--- src/rtl/imem_loader_if.sv ---
// Byte-stream handshake and instruction-memory write port between the byte source,
// the loader and the instruction memory.
interface imem_loader_if #(
  parameter int ADDR_W = 8
) ();
  logic              byte_valid_i;
  logic [7:0]        byte_data_i;
  logic              last_i;
  logic              byte_ready_o;
  logic              mem_we_o;
  logic [ADDR_W-1:0] mem_addr_o;
  logic [31:0]       mem_data_o;

  modport master (
    output byte_valid_i, byte_data_i, last_i,
    input  byte_ready_o, mem_we_o, mem_addr_o, mem_data_o
  );

  modport slave (
    input  byte_valid_i, byte_data_i, last_i,
    output byte_ready_o, mem_we_o, mem_addr_o, mem_data_o
  );
endinterface

--- src/rtl/imem_loader.sv ---
// Boot-time instruction memory writer: zero-fills the memory, packs a little-endian
// byte stream into 32-bit words written from address 0, then releases the CPU.
module imem_loader #(
  parameter int ADDR_W = 8,
  parameter int DEPTH  = 256
) (
  input  logic              clk_i,
  input  logic              rst_i,
  input  logic              load_i,
  imem_loader_if.slave      bus,
  output logic              busy_o,
  output logic              start_o,
  output logic [ADDR_W:0]   word_count_o,
  output logic              err_o
);

  localparam logic [2:0] S_IDLE  = 3'd0;
  localparam logic [2:0] S_CLEAR = 3'd1;
  localparam logic [2:0] S_RECV  = 3'd2;
  localparam logic [2:0] S_WRITE = 3'd3;
  localparam logic [2:0] S_DONE  = 3'd4;

  localparam logic [ADDR_W-1:0] LAST_ADDR = ADDR_W'(DEPTH - 1);
  localparam logic [ADDR_W-1:0] ADDR_ONE  = ADDR_W'(1);
  localparam logic [ADDR_W:0]   CNT_ONE   = (ADDR_W+1)'(1);

  logic [2:0]        state_q, state_d;
  logic [ADDR_W-1:0] ptr_q, ptr_d;
  logic [1:0]        idx_q, idx_d;
  logic [31:0]       asm_q, asm_d;
  logic              last_seen_q, last_seen_d;
  logic [ADDR_W:0]   count_q, count_d;
  logic              err_q, err_d;
  logic              byte_ready_q, byte_ready_d;
  logic              mem_we_q, mem_we_d;
  logic [ADDR_W-1:0] mem_addr_q, mem_addr_d;
  logic [31:0]       mem_data_q, mem_data_d;
  logic              busy_q, busy_d;
  logic              start_q, start_d;
  logic              accept_s;

  // Next-state, datapath and registered-output computation
  always_comb begin
    state_d     = state_q;
    ptr_d       = ptr_q;
    idx_d       = idx_q;
    asm_d       = asm_q;
    last_seen_d = last_seen_q;
    count_d     = count_q;
    err_d       = err_q;
    accept_s    = 1'b0;

    case (state_q)
      S_IDLE, S_DONE: begin
        if (load_i) begin
          state_d = S_CLEAR;
          ptr_d   = {ADDR_W{1'b0}};
          count_d = {(ADDR_W+1){1'b0}};
          err_d   = 1'b0;
        end else begin
          state_d = state_q;
        end
      end
      S_CLEAR: begin
        if (ptr_q == LAST_ADDR) begin
          state_d     = S_RECV;
          ptr_d       = {ADDR_W{1'b0}};
          idx_d       = 2'd0;
          asm_d       = 32'd0;
          last_seen_d = 1'b0;
        end else begin
          ptr_d = ptr_q + ADDR_ONE;
        end
      end
      S_RECV: begin
        accept_s = bus.byte_valid_i & byte_ready_q;
        if (accept_s) begin
          // Each new word starts from zero so a short final word has clean upper bytes
          case (idx_q)
            2'd0:    asm_d = {24'd0, bus.byte_data_i};
            2'd1:    asm_d = {16'd0, bus.byte_data_i, asm_q[7:0]};
            2'd2:    asm_d = {8'd0, bus.byte_data_i, asm_q[15:0]};
            2'd3:    asm_d = {bus.byte_data_i, asm_q[23:0]};
            default: asm_d = 32'd0;
          endcase
          idx_d = idx_q + 2'd1;
          if ((idx_q == 2'd3) || bus.last_i) begin
            state_d     = S_WRITE;
            last_seen_d = bus.last_i;
            if (bus.last_i && (idx_q != 2'd3)) begin
              err_d = 1'b1;
            end else begin
              err_d = err_q;
            end
          end else begin
            state_d = S_RECV;
          end
        end else begin
          state_d = S_RECV;
        end
      end
      S_WRITE: begin
        ptr_d   = ptr_q + ADDR_ONE;
        count_d = count_q + CNT_ONE;
        idx_d   = 2'd0;
        if (last_seen_q) begin
          state_d = S_DONE;
        end else if (ptr_q == LAST_ADDR) begin
          state_d = S_DONE;
          err_d   = 1'b1;
        end else begin
          state_d = S_RECV;
        end
      end
      default: begin
        state_d = S_IDLE;
      end
    endcase

    byte_ready_d = (state_d == S_RECV);
    busy_d       = (state_d == S_CLEAR) || (state_d == S_RECV) || (state_d == S_WRITE);
    start_d      = (state_d == S_DONE);
    mem_we_d     = (state_d == S_CLEAR) || (state_d == S_WRITE);
    if (state_d == S_WRITE) begin
      mem_addr_d = ptr_d;
      mem_data_d = asm_d;
    end else if (state_d == S_CLEAR) begin
      mem_addr_d = ptr_d;
      mem_data_d = 32'd0;
    end else begin
      mem_addr_d = {ADDR_W{1'b0}};
      mem_data_d = 32'd0;
    end
  end

  // State and output registers with synchronous reset
  always_ff @(posedge clk_i) begin
    if (rst_i) begin
      state_q      <= S_IDLE;
      ptr_q        <= {ADDR_W{1'b0}};
      idx_q        <= 2'd0;
      asm_q        <= 32'd0;
      last_seen_q  <= 1'b0;
      count_q      <= {(ADDR_W+1){1'b0}};
      err_q        <= 1'b0;
      byte_ready_q <= 1'b0;
      mem_we_q     <= 1'b0;
      mem_addr_q   <= {ADDR_W{1'b0}};
      mem_data_q   <= 32'd0;
      busy_q       <= 1'b0;
      start_q      <= 1'b0;
    end else begin
      state_q      <= state_d;
      ptr_q        <= ptr_d;
      idx_q        <= idx_d;
      asm_q        <= asm_d;
      last_seen_q  <= last_seen_d;
      count_q      <= count_d;
      err_q        <= err_d;
      byte_ready_q <= byte_ready_d;
      mem_we_q     <= mem_we_d;
      mem_addr_q   <= mem_addr_d;
      mem_data_q   <= mem_data_d;
      busy_q       <= busy_d;
      start_q      <= start_d;
    end
  end

  assign bus.byte_ready_o = byte_ready_q;
  assign bus.mem_we_o     = mem_we_q;
  assign bus.mem_addr_o   = mem_addr_q;
  assign bus.mem_data_o   = mem_data_q;
  assign busy_o           = busy_q;
  assign start_o          = start_q;
  assign word_count_o     = count_q;
  assign err_o            = err_q;

endmodule

--- src/flat_wrapper.sv ---
// flat-port wrapper written by rule: the top's interface ports become plain ports
module imem_loader_flat 
#(
  parameter int ADDR_W = 8,
  parameter int DEPTH  = 256
)
  (clk_i, rst_i, load_i, busy_o, start_o, word_count_o, err_o, bus_byte_valid_i, bus_byte_data_i, bus_last_i, bus_byte_ready_o, bus_mem_we_o, bus_mem_addr_o, bus_mem_data_o);
  imem_loader_if #(.ADDR_W(ADDR_W)) bus_i ();
  input  logic clk_i;
  input  logic rst_i;
  input  logic load_i;
  output logic busy_o;
  output logic start_o;
  output logic [ADDR_W:0] word_count_o;
  output logic err_o;
  input wire logic [$bits(bus_i.byte_valid_i)-1:0] bus_byte_valid_i;
  input wire logic [$bits(bus_i.byte_data_i)-1:0] bus_byte_data_i;
  input wire logic [$bits(bus_i.last_i)-1:0] bus_last_i;
  output wire logic [$bits(bus_i.byte_ready_o)-1:0] bus_byte_ready_o;
  output wire logic [$bits(bus_i.mem_we_o)-1:0] bus_mem_we_o;
  output wire logic [$bits(bus_i.mem_addr_o)-1:0] bus_mem_addr_o;
  output wire logic [$bits(bus_i.mem_data_o)-1:0] bus_mem_data_o;
  assign bus_i.byte_valid_i = bus_byte_valid_i;
  assign bus_i.byte_data_i = bus_byte_data_i;
  assign bus_i.last_i = bus_last_i;
  assign bus_byte_ready_o = bus_i.byte_ready_o;
  assign bus_mem_we_o = bus_i.mem_we_o;
  assign bus_mem_addr_o = bus_i.mem_addr_o;
  assign bus_mem_data_o = bus_i.mem_data_o;
  imem_loader #(.ADDR_W(ADDR_W), .DEPTH(DEPTH)) u_core (.clk_i(clk_i), .rst_i(rst_i), .load_i(load_i), .bus(bus_i), .busy_o(busy_o), .start_o(start_o), .word_count_o(word_count_o), .err_o(err_o));
endmodule
--- config.mk ---
export PLATFORM = sky130hd
export DESIGN_NAME = imem_loader_flat
export DESIGN_NICKNAME = d
export VERILOG_FILES = /design/src/rtl/imem_loader_if.sv /design/src/rtl/imem_loader.sv /design/src/flat_wrapper.sv
export SDC_FILE = /design/constraint.sdc
export NUM_CORES = 1
export LEC_CHECK = 0
export ABC_CLOCK_PERIOD_IN_PS = 4200
export CAP_MARGIN = 40
export CORE_MARGIN = 1
export CORE_UTILIZATION = 30
export DETAILED_ROUTE_END_ITERATION = 12
export HOLD_SLACK_MARGIN = 0.08
export PLACE_DENSITY = 0.54
export SETUP_SLACK_MARGIN = 0.1
export SYNTH_ARGS = -nofsm -noshare
export SYNTH_HDL_FRONTEND = slang
export SYNTH_SLANG_ARGS = --single-unit
--- constraint.sdc ---
create_clock -name clk_i -period 4.2 [get_ports clk_i]
set_input_delay 0.84 -clock clk_i [delete_from_list [all_inputs] [get_ports clk_i]]
set_output_delay 0.84 -clock clk_i [all_outputs]
set_load 0.05 [all_outputs]
==> summary.md <==
| Metric | Value |
|---|---|
| Status | `finished with violations` |
| Failing checks | `design-rule violations` |
| Unique cell type count in the Yosys netlist | `46` |
| Mapped Area | `0.00362 mm^2` |
| Total CTS buffers | `9` |
| Post-CTS Resized | `0` |
| Synthesis warning total | `0` |
| Initial DRC Count | `204` |
| Required @ worst endpoint | `4470 ps` |
| # diodes | `0` |
| Setup Skew | `3.71 ps` |
| Max cap viols | `0` |
| # Post-CTS Setup Buffers | `0` |
| Initial antenna violation count | `0` |
| RSZ-0062 raised after global routing | `false` |
| Dpl hpwl | `5630 um` |
| CTS clk-pin slew, worst paths | `70 ps` |
| Nets | `467` |
| Largest area contributor in the netlist | `dfxtp_1` |
| Root Buffer | `clkbuf_16` |
| Placer Congestion | `0.770` |
| Max-slew violation count | `0` |
| Type of origin of the critical path | `primary input` |
| Bufs on Longest Clock Path | `2` |
| Hold buffer count at cts | `0` |
| # DRC | `7` |
| Total Power | `1.79 mW` |
| Yosys top cell area share | `0.547` |
| FP Rows | `39` |
| Class of the worst hold path | `reg2reg` |
| Height of the die | `112 um` |
| TritonCTS clock tree | `done` |
| Die area | `0.0125 mm^2` |
| Boundary pin count | `67` |
| Overall die width | `112 um` |
| Post-DP Area | `0.00437 mm^2` |
| DR pass1 iterations | `8` |
| Slew @ Worst Pin | `925 ps` |
| Skew-Pair Late Insertion Delay | `340 ps` |
| Cells after Synth | `389` |
| First-pass GRT wire length | `13800 um` |
| Final wirelength | `8410 um` |
| Area added between synthesis and finish | `28.3%` |
| Fin crit period | `2550 ps` |
| Gr usage total | `0.140` |
| I/O Buffers | `66` |
| Asr flop ratio synth | `0` |
| Slew HR | `0.379` |
| Worst Hold Slack | `473 ps` |
| Clock sink count | `99` |
| Yosys reg bits | `99` |
| Routed Antenna Nets | `0` |
| Peak Freq | `393 MHz` |
| Critical path class | `in2reg` |
| Ranking of synthesized cells by area | `dfxtp_1 55%, nor2_1 9.9%, a32oi_1 4.8%, a21oi_1 4.0%, a32o_1 2.2%` |
| Mapped Avg Cell Area | `9.32 um^2` |
| Core area | `0.0116 mm^2` |
| Synth top cells by count | `99 x dfxtp_1, 96 x nor2_1, 29 x a21oi_1, 20 x a32oi_1, 19 x nand2_1` |
| Lkg Pwr | `1.52 nW` |
| Drt wl/cell | `14.2 um` |
| Fin area | `0.00465 mm^2` |
| Top-count cell post-synth | `dfxtp_1` |
| Final period util | `0.607` |
| Final setup viols | `0` |
| Sequential share of the synthesized area | `0.547` |
| Crit path max fanout | `28` |
| Layout cell share with drive strength beyond 1 | `0.0599` |
| Detailed-route via count | `2968` |
| Vias in the first global route | `2818` |
| Final TNS setup | `0 ps` |
| Largest net degree at the start of global routing | `54` |
| Post-synth EDFFs | `0` |
| Final hold viol count | `0` |
| Via/cell ratio | `5.00` |
| Starting Density | `0.312` |
| Power per cell area | `384 mW/mm^2` |
| CP arrival | `2820 ps` |
| Peak supply drop | `160 uV` |
| GRT overflow | `0` |
| Synthesized Nets | `408` |
| Top FF cell, synth | `dfxtp_1` |
| Util after Layout | `0.400` |
| Critical Path End Type | `register` |
| H-Tree Depth | `3` |
registers in the layout (all words and copies together) (netlist names), 2 cells and up:
register and count:
u_core.bus.mem_data_o 32, u_core.asm_q 31, u_core.word_count_o 9, u_core.bus.mem_addr_o 8, u_core.ptr_q 8, u_core.state_q 3, u_core.idx_q 2
critical path: stages:
cell and delay (ps):
clkdlybuf4s50_1 390, and2_1 160, buf_4 230, and2_1 200, buf_4 190, a21oi_1 510
a32oi_1 150, nor2_1 140
path summary, 6_finish.rpt:
path	slack, ps	from	end	cells past startpoint
setup / recovery	1650	bus_byte_valid_i	u_core.bus.mem_data_o[23]	8
hold / removal	470	u_core.asm_q[15]	u_core.asm_q[15]	1
setup reg to reg	1940	u_core.state_q[0]	u_core.bus.mem_data_o[1]	5
hold reg to reg	470	u_core.asm_q[15]	u_core.asm_q[15]	1
routing by layer:
metal | wire length [um] | global-route usage | vias to the layer above | part of all wire
met5 | 0 | 0 | - | 0
li1 | - | - | 1496 | -
met4 | 64 | 0.0595 | 0 | 0.0076
met2 | 3730 | 0.213 | 69 | 0.44
met1 | 4130 | 0.186 | 1401 | 0.49
met3 | 488 | 0.0386 | 2 | 0.058
placed cells by master, fill, tap and decap left out, types with 3 or more instances in the layout:
| cell type | netlist | layout |
|---|---|---|
| a22oi_1 | 3 | 3 |
| nand3_1 | 9 | 9 |
| and2_1 | 3 | 3 |
| nor4b_1 | 3 | 3 |
| nor3_1 | 12 | 12 |
| dfxtp_1 | 99 | 99 |
| o211ai_1 | 3 | 3 |
| inv_1 | 4 | 4 |
| o21ai_0 | 8 | 8 |
| buf_4 | 2 | 4 |
| nor2_1 | 96 | 96 |
| nand2_1 | 19 | 19 |
| a32oi_1 | 20 | 20 |
| clkbuf_16 | 0 | 9 |
| clkdlybuf4s50_1 | 0 | 65 |
| o21a_1 | 4 | 4 |
| a32o_1 | 8 | 8 |
| nor2b_1 | 6 | 6 |
| a21oi_1 | 29 | 29 |
| ha_1 | 6 | 6 |
| mux2i_1 | 3 | 3 |
per-stage QoR:
step / cells / setup WS, ps
2_1_floorplan: 389 / 2010
3_3_place_gp: 580 / 1340
3_5_place_dp: 580 / 1340
4_1_cts: 594 / 1680
5_1_grt: 594 / 1480
6_report: 594 / 1650
logic make-up (layout without fill, tap and decap cells):
logic type,count (synthesis),count (layout),synth area share
AND/OR/NAND/NOR,165,165,0.213
flip-flops,99,99,0.547
AO/OA/AOI/OAI,89,89,0.172
buffers and inverters,26,88,0.0362
adder cells (fa/ha/maj),6,6,0.0207
multiplexers,4,4,0.0114
power by group:
part	switching [mW]	internal [mW]	leakage (nW)
logic	0.0456	0.0247	0.591
clock network	0.340	0.429	0.130
registers	0.00500	0.943	0.798
total	0.391	1.40	1.52
area by class of cell:
type | count | area (um^2)
clock buffers | 11 | 253
clock inverters | 3 | 23.8
fillers | 1181 | 6960
inverters | 4 | 15.0
multi-input cells | 264 | 1510
flip-flops and latches | 99 | 1980
well taps | 143 | 179
repair buffers | 70 | 686
Power figures use the tool's default switching activity.
==> RTL edit 1, RTL diff (same settings) <==
`ADDR_W` is set to 8 in 3 places; all go to 9.
--- a/src/rtl/imem_loader_if.sv
+++ b/src/rtl/imem_loader_if.sv
@@ -3,3 +3,3 @@
 interface imem_loader_if #(
-  parameter int ADDR_W = 8
+  parameter int ADDR_W = 9
 ) ();
--- a/src/rtl/imem_loader.sv
+++ b/src/rtl/imem_loader.sv
@@ -3,3 +3,3 @@
 module imem_loader #(
-  parameter int ADDR_W = 8,
+  parameter int ADDR_W = 9,
   parameter int DEPTH  = 256
--- a/src/flat_wrapper.sv
+++ b/src/flat_wrapper.sv
@@ -3,3 +3,3 @@
 #(
-  parameter int ADDR_W = 8,
+  parameter int ADDR_W = 9,
   parameter int DEPTH  = 256
Interface: changed (resized bus_mem_addr_o and word_count_o); port bits go from 67 to 69. No check against the original RTL was run, so the function may have changed too.
==> RTL edit 1 against the original RTL <==
  * Global-route usage is 0.51 points higher
  * Sequential power is 4.0% higher
  * Worst setup slack lost 0.49 ns
  * Cell area up 10%
  * Sequential cell count is 4 higher
  * Area after synthesis increased by 12%
  * Sequential share of layout area shrank 2.4 points
  * Total power increased by 4.0%
  * Wire length increased by 16%
  * Non-clock buffer count up 1
  * Count of clock-buffer cells in the layout decreased by 1
  * Via count increased by 9.4%
  * Largest cell class unchanged
==> RTL edit 1: results (changes against the original RTL) <==
status: completed
measured slew at the worst slew-check pin: 0.811 ns (-0.114 ns)
global-route wire length before repair: 15900 um (+15%)
post_cts resized: 0 (unchanged)
via/cell ratio: 4.92 (-1.6%)
initial antenna violation count: 0 (unchanged)
diode count: 0 (unchanged)
Clock transition at path regs: 0.07 ns (about the same)
vias in the first global route: 3121 (+11%)
DRT iter0 DRCs: 172 (-16%)
crit-path leading delay family: simple AND/OR/NAND/NOR gates
routed len/inst: 14.8 um (+4.8%)
critical path arrival: 3.26 ns (+0.44 ns)
slowest stage cell, crit path: nor2b_1
Worst IR Drop VDD: 0.221 mV (+39%)
Largest stage delay, worst path: 0.59 ns (+0.08 ns)
r2r setup slk: 1.16 ns (-0.78 ns)
drt pass-1 iters: 5 (-3)
crit path capture: u_core.bus.mem_data_o[9]
DP HPWL: 6710 um (+19%)
Async S/R FF share, synth: 0 (unchanged)
Unique masters post-synth: 57 (+24%)
Clock Root Buffer: clkbuf_16
placed cell count: 646 (+11%)
worst-path fanout max: 18 (-36%)
Num CTS Buffers: 9 (unchanged)
Total Routing Usage GR: 0.145 (+0.00508)
most frequent cells after synthesis: 103 x dfxtp_1, 48 x nor2_1, 44 x a21oi_1, 27 x nand2_1, 23 x o21ai_0
total leakage power: 1.85 nW (+22%)
Synth Flop Type: dfxtp_1
Syn Inst Count: 423 (+8.7%)
insertion delay to the later sink of the worst-skew pair: 0.34 ns (about the same)
fillers: 1301 (+10%)
Placer Congestion: 0.854 (+11%)
layout cells sized above 1: 0.0847 (+0.0248)
Buffers on Ports: 68 (+3.0%)
H-tree depth: 3 (unchanged)
kind of critical path: register to register
NumNets Final: 502 (+7.5%)
ranking of synthesized cells by area: dfxtp_1 51%, a21oi_1 5.4%, nor2_1 4.5%
Post-Route Skew: 0.00641 ns (+0.00270 ns)
Syn. warnings: 0 (unchanged)
Non-Filler Instances: 660 (+11%)
CTS Buffer Depth: 2 (unchanged)
largest net degree at the start of global routing: 32 (-41%)
Setup Buffers After CTS: 0 (unchanged)
syn_nets: 444 (+8.8%)
R2R depth: 10 (+5)
RR Startpoint: u_core.ptr_q[0]
Hold Path Class: register to register
min-delay src: u_core.asm_q[30]
sequential area share after synthesis: 0.509 (-0.0373)
[RTL edit 1: changes by cell type after synthesis, sizes merged, moves of 8 or more]
cell	unedited run	this run
a22oi	3	12
nand3b	0	9
nor2b	6	17
nand2	19	27
a32oi	20	1
a32o	8	0
a21oi	29	50
and3	0	8
o21ai	10	24
nor2	96	48
[RTL edit 1: worst register-to-register path: stages (launching register included)]
cell and delay, ns:
dfxtp_1 0.39, ha_1 0.22, nand3_1 0.12, nor2_1 0.18
and3_1 0.20, ha_1 0.25, nor2b_1 0.59, a21oi_2 0.29
buf_8 0.24, a221o_1 0.31, nor2b_1 0.13
[RTL edit 1: per-stage QoR]
| step | setup WS (ns) | utilization | total power [W] | area, sq um |
|---|---|---|---|---|
| after floorplan | 1.90 | - | 0.00105 | 4050 |
| after global placement | 1.18 | 0.367 | 0.00108 | 4830 |
| after detailed placement | 1.19 | 0.368 | 0.00108 | 4850 |
| after CTS | 1.18 | 0.389 | 0.00189 | 5130 |
| after global routing | 0.907 | 0.389 | 0.00193 | 5130 |
| final | 1.16 | 0.389 | 0.00186 | 5130 |
[RTL edit 1: layout make-up]
| class | instances | share of cell area |
|---|---|---|
| clock buffers | 10 | 0.0447 |
| clock inverters | 4 | 0.00952 |
| inverters | 11 | 0.00805 |
| multi-input cells | 285 | 0.355 |
| flip-flops and latches | 103 | 0.402 |
| well taps | 176 | 0.0429 |
| repair buffers | 71 | 0.138 |
[RTL edit 1: worst min-delay path by stage]
stage                     cells past startpoint  slack, ns                         to
after detailed placement                      2       0.49           u_core.asm_q[28]
after global routing                          2       0.53           u_core.asm_q[30]
after global placement                        1       0.48     u_core.word_count_o[7]
after floorplan                               2       0.46  u_core.bus.mem_data_o[24]
final                                         2       0.49           u_core.asm_q[30]
after CTS                                     2       0.50            u_core.asm_q[0]
[RTL edit 1: power breakdown]
group / internal, W / leakage, nW / total (W) / switching, W
registers: 0.000981 / 0.830 / 0.000986 / 0.00000547
clock network: 0.000454 / 0.138 / 0.000798 / 0.000344
logic: 0.0000246 / 0.881 / 0.0000741 / 0.0000495
[RTL edit 1: kinds of logic (layout without fill, tap and decap cells)]
kind of cell | after synthesis | in the layout | share of synthesized area
simple gates | 152 | 152 | 0.219
xor+xnor | 1 | 1 | 0.00216
mux | 1 | 1 | 0.00247
buf+inv | 35 | 96 | 0.0408
compound gates | 123 | 123 | 0.201
fa+ha+maj | 8 | 8 | 0.0247
flops | 103 | 103 | 0.509
[RTL edit 1: layer usage]
layer / part of all wire / GRT usage / up-vias
met5: 0 / 0 / -
met4: 0.0075 / 0.0345 / 0
met3: 0.060 / 0.0468 / 6
met2: 0.45 / 0.230 / 91
met1: 0.48 / 0.190 / 1538
li1: - / - / 1611
==> RTL edit 2, RTL diff (same flow settings) <==
Made on the original files. Take the reset off `mem_data_q` and load it in a clocked block of its own.
--- a/src/rtl/imem_loader.sv
+++ b/src/rtl/imem_loader.sv
@@ -148,3 +148,2 @@
       mem_addr_q   <= {ADDR_W{1'b0}};
-      mem_data_q   <= 32'd0;
       busy_q       <= 1'b0;
@@ -162,3 +161,2 @@
       mem_addr_q   <= mem_addr_d;
-      mem_data_q   <= mem_data_d;
       busy_q       <= busy_d;
@@ -166,2 +164,6 @@
     end
+  end
+
+  always_ff @(posedge clk_i) begin
+    mem_data_q <= mem_data_d;
   end
Check against the original RTL: no difference found for any inputs over 10 cycles, from zero or initial values and one cycle with rst_i high; that may be too few to reach the edited logic, so the function may still have changed.
==> RTL edit 2 against the original RTL <==
  * The flow still finishes with violations (design-rule violations)
  * Register-to-register slack improved by 0.04 ns
  * Wire length rose by 2.9%
  * Total power rose by 3.0%
  * Hold slack improved by 0.0075 ns
  * Die area fell by 1.3%
  * Area after synthesis fell by 1.3%
  * Cell area fell by 0.16%
  * Clock power rose by 14%
  * Via count fell by 5.8%
  * Combinational power rose by 12%
  * Worst setup slack improved by 0.051 ns
  * Sequential cell count fell by 7
  * Clock skew rose by 0.0017 ns
  * Critical path type is now register to output port
==> RTL edit 2: results (changes against the original RTL) <==
worst-path fanout max: 8 (-71%)
critical path arrival: 1.66 ns (-1.16 ns)
Placer Congestion: 0.808 (+4.9%)
status: finished with violations
RR Startpoint: u_core.state_q[1]
drt pass-1 iters: 9 (+1)
most frequent cells after synthesis: 92 x dfxtp_1, 46 x a22o_1, 24 x nor2_1
R2R depth: 4 (-1)
DR DRC count: 14 (+7)
Total Routing Usage GR: 0.147 (+0.00651)
relative slew slack: 0.540 (+0.161)
R2R Path End: u_core.bus.mem_data_o[23]
r2r setup slk: 1.98 ns (+0.04 ns)
post-synthesis area per instance: 10.3 sq um (+10%)
slowest stage cell, crit path: clkdlybuf4s50_1
hold_ws: 0.481 ns (+0.00749 ns)
fillers: 1174 (-0.59%)
crit path capture: word_count_o[2]
ranking of synthesized cells by area: dfxtp_1 51%, a22o_1 11%, nor2_1 2.5%
Worst IR Drop VDD: 0.298 mV (+87%)
Post-Route Skew: 0.00538 ns (+0.00166 ns)
critical path startpoint: u_core.word_count_o[2]
failing checks: design-rule violations
dpl ws: 1.52 ns (+0.183 ns)
global-route wire length before repair: 14400 um (+4.0%)
DP HPWL: 5870 um (+4.2%)
sequential area share after synthesis: 0.515 (-0.0321)
syn_nets: 367 (-10%)
largest net degree at the start of global routing: 33 (-39%)
met2 Use GR: 0.232 (+0.0188)
met1 Use GR: 0.189 (+0.00299)
DR WL met3: 404 um (-17%)
final wirelength: 8650 um (+2.9%)
NumNets Final: 421 (-9.9%)
Unique masters post-synth: 54 (+17%)
Peak Freq: 401 MHz (+2.1%)
met1 wire length: 4180 um (+1.2%)
Via Count: 2795 (-5.8%)
placed cell areas: 4320 sq um (-1.3%)
total leakage power: 1.67 nW (+9.7%)
-- RTL edit 2: layout make-up --
cell class	count	area share
sequential	92	0.397
inverter	6	0.00485
clock inverter	6	0.0205
clock buffer	10	0.0493
multi-input combinational	226	0.346
timing repair buffer	67	0.144
tap	143	0.0385
-- RTL edit 2: cell families (layout without fill, tap and decap cells) --
kind of cell,Yosys count,in the layout,synth area share
fa+ha+maj,6,6,0.0210
xor+xnor,2,2,0.00490
compound gates,94,94,0.209
buf+inv,30,89,0.0364
mux,4,4,0.0133
simple gates,120,120,0.201
flops,92,92,0.515
-- RTL edit 2: worst reg2reg max path, cell delays in order, from the launching register on --
cell	delay, ns
dfxtp_1	0.69
nor3b_2	0.41
o211ai_2	0.28
nor2_1	0.56
a22o_1	0.22
-- RTL edit 2: report_power, final --
part	internal (W)	total [W]	switching, W
clock network	0.000528	0.000877	0.000349
registers	0.000878	0.000885	0.00000772
logic	0.0000258	0.0000786	0.0000528
total	0.00143	0.00184	0.000410
